## src/rtl/fpu_wb_queue.sv

```systemverilog
// In-order completion FIFO between the fixed-latency FPU result port and the shared
// writeback arbiter; also tracks in-flight FPU ops so issue only starts with a reserved slot.
module fpu_wb_queue #(
    parameter int LG_PRF_WIDTH = 4,
    parameter int LG_ROB_WIDTH = 4,
    parameter int LG_FCR_WIDTH = 4,
    parameter int LG_DEPTH     = 3,
    parameter int FPU_LATENCY  = 4
) (
    input  logic                    clk,
    input  logic                    reset,
    input  logic                    fpu_start,
    output logic                    fpu_issue_ok,
    input  logic                    fpu_val,
    input  logic                    fpu_cmp_val,
    input  logic [63:0]             fpu_y,
    input  logic [LG_ROB_WIDTH-1:0] fpu_rob_ptr,
    input  logic [LG_PRF_WIDTH-1:0] fpu_dst_ptr,
    input  logic [LG_FCR_WIDTH-1:0] fpu_fcr_ptr,
    output logic                    wb_valid,
    input  logic                    wb_ready,
    output logic                    wb_is_fcr,
    output logic [63:0]             wb_data,
    output logic [LG_ROB_WIDTH-1:0] wb_rob_ptr,
    output logic [LG_PRF_WIDTH-1:0] wb_dst_ptr,
    output logic [LG_FCR_WIDTH-1:0] wb_fcr_ptr,
    output logic [LG_DEPTH:0]       occupancy,
    output logic                    overflow
);
    localparam int DEPTH = 1 << LG_DEPTH;
    localparam int CNT_W = LG_DEPTH + 1;
    // +2 keeps the width non-zero and wide enough for 0..FPU_LATENCY
    localparam int IF_W  = $clog2(FPU_LATENCY + 2);

    logic                    is_fcr_mem [DEPTH];
    logic [63:0]             data_mem   [DEPTH];
    logic [LG_ROB_WIDTH-1:0] rob_mem    [DEPTH];
    logic [LG_PRF_WIDTH-1:0] dst_mem    [DEPTH];
    logic [LG_FCR_WIDTH-1:0] fcr_mem    [DEPTH];

    logic [LG_DEPTH-1:0] head_reg, head_next;
    logic [LG_DEPTH-1:0] tail_reg, tail_next;
    logic [CNT_W-1:0]    count_reg, count_next;
    logic [IF_W-1:0]     inflight_reg, inflight_next;
    logic                overflow_reg, overflow_next;

    logic enq;
    logic deq;
    logic full;
    logic enq_accept;
    int   infl_calc;

    assign enq  = fpu_val | fpu_cmp_val;
    assign deq  = wb_valid & wb_ready;
    assign full = (count_reg == CNT_W'(DEPTH));
    // A full FIFO still accepts when the head leaves in the same cycle
    assign enq_accept = enq & (~full | deq);

    always_comb begin
        head_next     = deq ? head_reg + LG_DEPTH'(1) : head_reg;
        tail_next     = enq_accept ? tail_reg + LG_DEPTH'(1) : tail_reg;
        count_next    = count_reg;
        if (enq_accept && !deq) begin
            count_next = count_reg + CNT_W'(1);
        end else if (!enq_accept && deq) begin
            count_next = count_reg - CNT_W'(1);
        end
        overflow_next = overflow_reg | (enq & ~enq_accept);
    end

    // Saturating in-flight count: a start beyond the reservation is still tracked, never wraps
    always_comb begin
        infl_calc = int'(inflight_reg) + int'(fpu_start);
        if (enq && infl_calc != 0) begin
            infl_calc = infl_calc - 1;
        end
        if (infl_calc > FPU_LATENCY) begin
            infl_calc = FPU_LATENCY;
        end
        inflight_next = IF_W'(infl_calc);
    end

    always_ff @(posedge clk or negedge reset) begin
        if (!reset) begin
            head_reg     <= '0;
            tail_reg     <= '0;
            count_reg    <= '0;
            inflight_reg <= '0;
            overflow_reg <= 1'b0;
        end else begin
            head_reg     <= head_next;
            tail_reg     <= tail_next;
            count_reg    <= count_next;
            inflight_reg <= inflight_next;
            overflow_reg <= overflow_next;
        end
    end

    // Storage is not reset; validity comes solely from count_reg
    always_ff @(posedge clk) begin
        if (enq_accept) begin
            is_fcr_mem[tail_reg] <= fpu_cmp_val;
            data_mem[tail_reg]   <= fpu_y;
            rob_mem[tail_reg]    <= fpu_rob_ptr;
            dst_mem[tail_reg]    <= fpu_dst_ptr;
            fcr_mem[tail_reg]    <= fpu_fcr_ptr;
        end
    end

    assign wb_valid     = (count_reg != '0);
    assign wb_is_fcr    = wb_valid & is_fcr_mem[head_reg];
    assign wb_data      = wb_valid ? data_mem[head_reg] : '0;
    assign wb_rob_ptr   = wb_valid ? rob_mem[head_reg] : '0;
    assign wb_dst_ptr   = wb_valid ? dst_mem[head_reg] : '0;
    assign wb_fcr_ptr   = wb_valid ? fcr_mem[head_reg] : '0;
    assign occupancy    = count_reg;
    assign overflow     = overflow_reg;
    assign fpu_issue_ok = (32'(count_reg) + 32'(inflight_reg)) < 32'(DEPTH);

endmodule
```

## config.mk

```make
export PLATFORM = sky130hd
export DESIGN_NAME = fpu_wb_queue
export DESIGN_NICKNAME = d
export VERILOG_FILES = /design/src/rtl/fpu_wb_queue.sv
export SDC_FILE = /design/constraint.sdc
export NUM_CORES = 1
export LEC_CHECK = 0
export CAP_MARGIN = 20
export CORE_UTILIZATION = 40
export CTS_BUF_LIST = sky130_fd_sc_hd__clkbuf_4 sky130_fd_sc_hd__clkbuf_8 sky130_fd_sc_hd__clkbuf_16
export DETAILED_ROUTE_END_ITERATION = 8
export GPL_TIMING_DRIVEN = 0
export MAX_ROUTING_LAYER = met4
export SLEW_MARGIN = 20
export SYNTH_ARGS = -nofsm -noshare
export SYNTH_HDL_FRONTEND = slang
export SYNTH_SLANG_ARGS = --single-unit
```

## constraint.sdc

```tcl
create_clock -name clk -period 9.87 [get_ports clk]
set_input_delay 1.974 -clock clk [delete_from_list [all_inputs] [get_ports clk]]
set_output_delay 1.974 -clock clk [all_outputs]
set_load 0.1 [all_outputs]
```

==> results <==
- For the pin with the worst max-slew slack, the measured transition is 1.086 ns.
- Synthesis produced 1082 cells.
- Once detailed placement completed, the half-perimeter wirelength came to 34.92 mm.
- The number of endpoints with negative hold slack in the final report is 0.
- The hold-fix buffer count after cts is 0.
- The standard cell core area is 60250 um2.
- The first routing iteration left 720 violations.
- After detailed routing, the average wire length per cell comes to 23.96 um.
- The first TritonRoute pass finished after 5 iterations.
- The final standard cell utilization of the core is 0.4980.
- The hold-critical path endpoint is overflow$_DFF_PN0_.
- The average instance in the mapped netlist occupies 22.47 um2.
- The die height is 248.6 um.
- For this configuration, the core starts out at a cell density of 0.4036.
- For this run, design rule violations remaining after detail routing come to 0.
- Compared with the post-synthesis result, the final layout area differs by 23.40%.
- The number of clock buffers added by TritonCTS is 67.
- The reg-to-reg critical path endpoint is data_mem[3][0]$_DFFE_PP_.
- The via density per instance is 5.171.
- The width of the chip is 248.6 um.
- The share of async-settable or async-resettable flops after synthesis is 0.02222.
- The data arrival at the endpoint of the critical path is 4.10 ns.
- The flip-flop count of the largest register, all copies and words added is 512.
- The number of flops mapped to enable cells by yosys is 616.
- The tree built by TritonCTS fans out to 630 sinks.
- STA classifies the critical path startpoint as a flip-flop.
- Input and output buffers added on the ports amount to 165.
- STA classifies the critical path endpoint as an output pin.
- Leaving out fill and tap cells, the most frequent cell in the layout is sky130_fd_sc_hd__edfxtp_1.
- The count of buffers added by post-CTS timing repair for setup is 0.
- The startpoint-to-endpoint class of the critical path is flip-flop to output pin.
- The launch instance of the worst register-to-register path is occupancy[1]$_DFFE_PN0P_.
- The number of nets produced by synthesis is 1176.
- In the final layout, the share of cells above drive strength 1 is 0.2613.
- Of the synthesized area, sequential elements account for 0.7751.
- The worst slack on hold paths is 0.4907 ns.
- After global routing the overflow that remains totals 0.
- The top register by number of flip-flops is data_mem.
- The routed layout has 11520 vias.
- Derived from the worst setup path, the maximum achievable clock frequency is 0.1647 GHz.
- The count of placed standard cells in the final layout, fillers left out is 2228.
- The first global-routing pass estimated 79.85 mm of wire.
- Setup violations remaining at the end of the flow were counted as 0.
- The maximum number of pins on one net before global-route repair is 20.
- The worst hold path begins at overflow$_DFF_PN0_.
- The post-route antenna net violation count is 0.
- The tree is rooted in a sky130_fd_sc_hd__clkbuf_16.
- Setup repair after global routing left no endpoint under its margin.
- On the final layout, the worst clock skew is 0.01632 ns.
- The min-delay analysis places its worst path in the category flip-flop to flip-flop.
- The row count is 90.
- The flow ran to the end, and the final reports show no timing, DRC or antenna violations.
- The max capacitance violation total is 0.
- At the end of the flow, the number of nets in the layout was 1482.
- The post-route fraction of the period consumed by the critical path is 0.6150.
- The H-tree was split into 3 levels.
- The flop and latch count out of synthesis is 630.
- The floorplan step defined a die boundary enclosing 61780 um2.
- The total standard cell area after synthesis is 24320 um2.
- The most used flip-flop cell after synthesis is sky130_fd_sc_hd__edfxtp_1.
- The placer congestion estimate is 0.7397.
- The data required time of the worst path is 7.90 ns.
- The number of top-level pins is 166.
- The worst setup slack for register-to-register paths is 6.58 ns.
- The number of cells upsized or downsized after cts is 0.
- The worst-case headroom to the max-slew limit is 0.2736.
- The top cell types in the final layout, fill and taps aside, are sky130_fd_sc_hd__edfxtp_1, sky130_fd_sc_hd__clkdlybuf4s50_1, sky130_fd_sc_hd__mux4_2.
- The total instance count after detailed placement is 2101.
- The clock passes through at most 3 buffers.
- The total number of yosys warnings is 0.
- The initial antenna violation count is 7.
- The source-to-sink clock delay at the later pin of the worst-skew pair is 0.60 ns.
- Across every metal layer, demand over resource in global routing totals 0.1826.
- Counting distinct cell types in the post-synthesis netlist gives 46.
- The via count of the first global-routing pass is 12410.
- The minimum clock period is 6.070 ns.
- The number of instances on the worst hold path is 1.
- The final layout contains routed wiring with a total length of 53.37 mm.
- The biggest fanout along the worst timing path is 10.
- The clock tree from TritonCTS is done.
- Measured in cells, the most critical reg-to-reg path has a length of 10.
- Clock-pin slew was measured on the worst setup and hold paths at 0.06 ns.
- The number of max-slew violations in the final report is 0.
[metrics by stage]
step                      TNS (ns)  setup slack (ns)  cell area, um2
final                            0             3.800           30010
after global routing             0             3.616           30010
after CTS                        0             3.626           29990
after detailed placement         0             4.156           27850
after global placement    -2057.77            -5.531           26950
after floorplan                  0             1.385           24320
[synth_stat cells, types with 2 or more instances]
| master | instances | area (um2) |
|---|---|---|
| sky130_fd_sc_hd__edfxtp_1 | 616 | 18500 |
| sky130_fd_sc_hd__inv_1 | 5 | 18.77 |
| sky130_fd_sc_hd__nand2_1 | 11 | 41.29 |
| sky130_fd_sc_hd__buf_4 | 16 | 120.1 |
| sky130_fd_sc_hd__dfrtp_1 | 14 | 350.3 |
| sky130_fd_sc_hd__nand2b_1 | 2 | 12.51 |
| sky130_fd_sc_hd__mux2i_1 | 78 | 780.8 |
| sky130_fd_sc_hd__mux2_2 | 2 | 22.52 |
| sky130_fd_sc_hd__o21ai_0 | 4 | 20.02 |
| sky130_fd_sc_hd__nor2_1 | 85 | 319.1 |
| sky130_fd_sc_hd__ha_1 | 11 | 137.6 |
| sky130_fd_sc_hd__clkbuf_1 | 8 | 30.03 |
| sky130_fd_sc_hd__xnor2_1 | 8 | 70.07 |
| sky130_fd_sc_hd__buf_1 | 9 | 33.78 |
| sky130_fd_sc_hd__a21oi_1 | 4 | 20.02 |
| sky130_fd_sc_hd__nor3_1 | 7 | 35.03 |
| sky130_fd_sc_hd__buf_2 | 19 | 95.09 |
| sky130_fd_sc_hd__mux4_2 | 154 | 3468 |
| sky130_fd_sc_hd__a21o_1 | 2 | 15.01 |
[worst max-delay path, cell delays in order (launching register included)]
cell and delay [ns]:
sky130_fd_sc_hd__dfrtp_1 0.50, sky130_fd_sc_hd__nor4_4 0.87, sky130_fd_sc_hd__clkbuf_1 0.53, sky130_fd_sc_hd__buf_2 0.41, sky130_fd_sc_hd__nor2_1 0.18, sky130_fd_sc_hd__clkdlybuf4s50_1 1.00
[layout make-up]
| cell class | count | area, um2 |
|---|---|---|
| Inverter | 6 | 22.52 |
| Buffer | 53 | 284.0 |
| Clock inverter | 43 | 346.6 |
| Fill cell | 4836 | 30240 |
| Antenna cell | 7 | 17.52 |
| Multi-Input combinational cell | 393 | 5219 |
| Timing Repair Buffer | 237 | 2502 |
| Sequential cell | 630 | 18850 |
| Tap cell | 782 | 978.4 |
| Clock buffer | 77 | 1787 |
[worst max-delay path by stage]
stage                                      to                     start  slack (ns)
CTS                             wb_dst_ptr[2]  occupancy[1]$_DFFE_PN0P_        3.63
global route                    wb_dst_ptr[1]  occupancy[1]$_DFFE_PN0P_        3.62
floorplan            data_mem[4][0]$_DFFE_PP_               fpu_cmp_val        1.38
finish                          wb_dst_ptr[2]  occupancy[1]$_DFFE_PN0P_        3.80
detailed placement   data_mem[3][4]$_DFFE_PP_               fpu_cmp_val        4.16
global placement    data_mem[4][39]$_DFFE_PP_               fpu_cmp_val       -5.53
[kinds of logic after synthesis]
logic type	after synthesis	share of synthesized area
DFF	630	0.7751
muxes	235	0.1763
and+or+nand+nor	116	0.02038
buffers and inverters	59	0.01261
AOI/OAI and AO/OA	21	0.005867
adders and majority gates	12	0.006483
xor gates and xnor gates	9	0.003242
[metal layers]
| metal | up-vias | routed length, um | GRT usage |
|---|---|---|---|
| met5 | - | 0 | - |
| met4 | 0 | 1115 | 0.04951 |
| met3 | 79 | 2511 | 0.04187 |
| met2 | 244 | 27290 | 0.3018 |
| met1 | 6072 | 22460 | 0.2267 |
| li1 | 5127 | - | - |
Power is not shown: default switching activity piles up to over one toggle a cycle in this logic, so the estimate is an artifact.
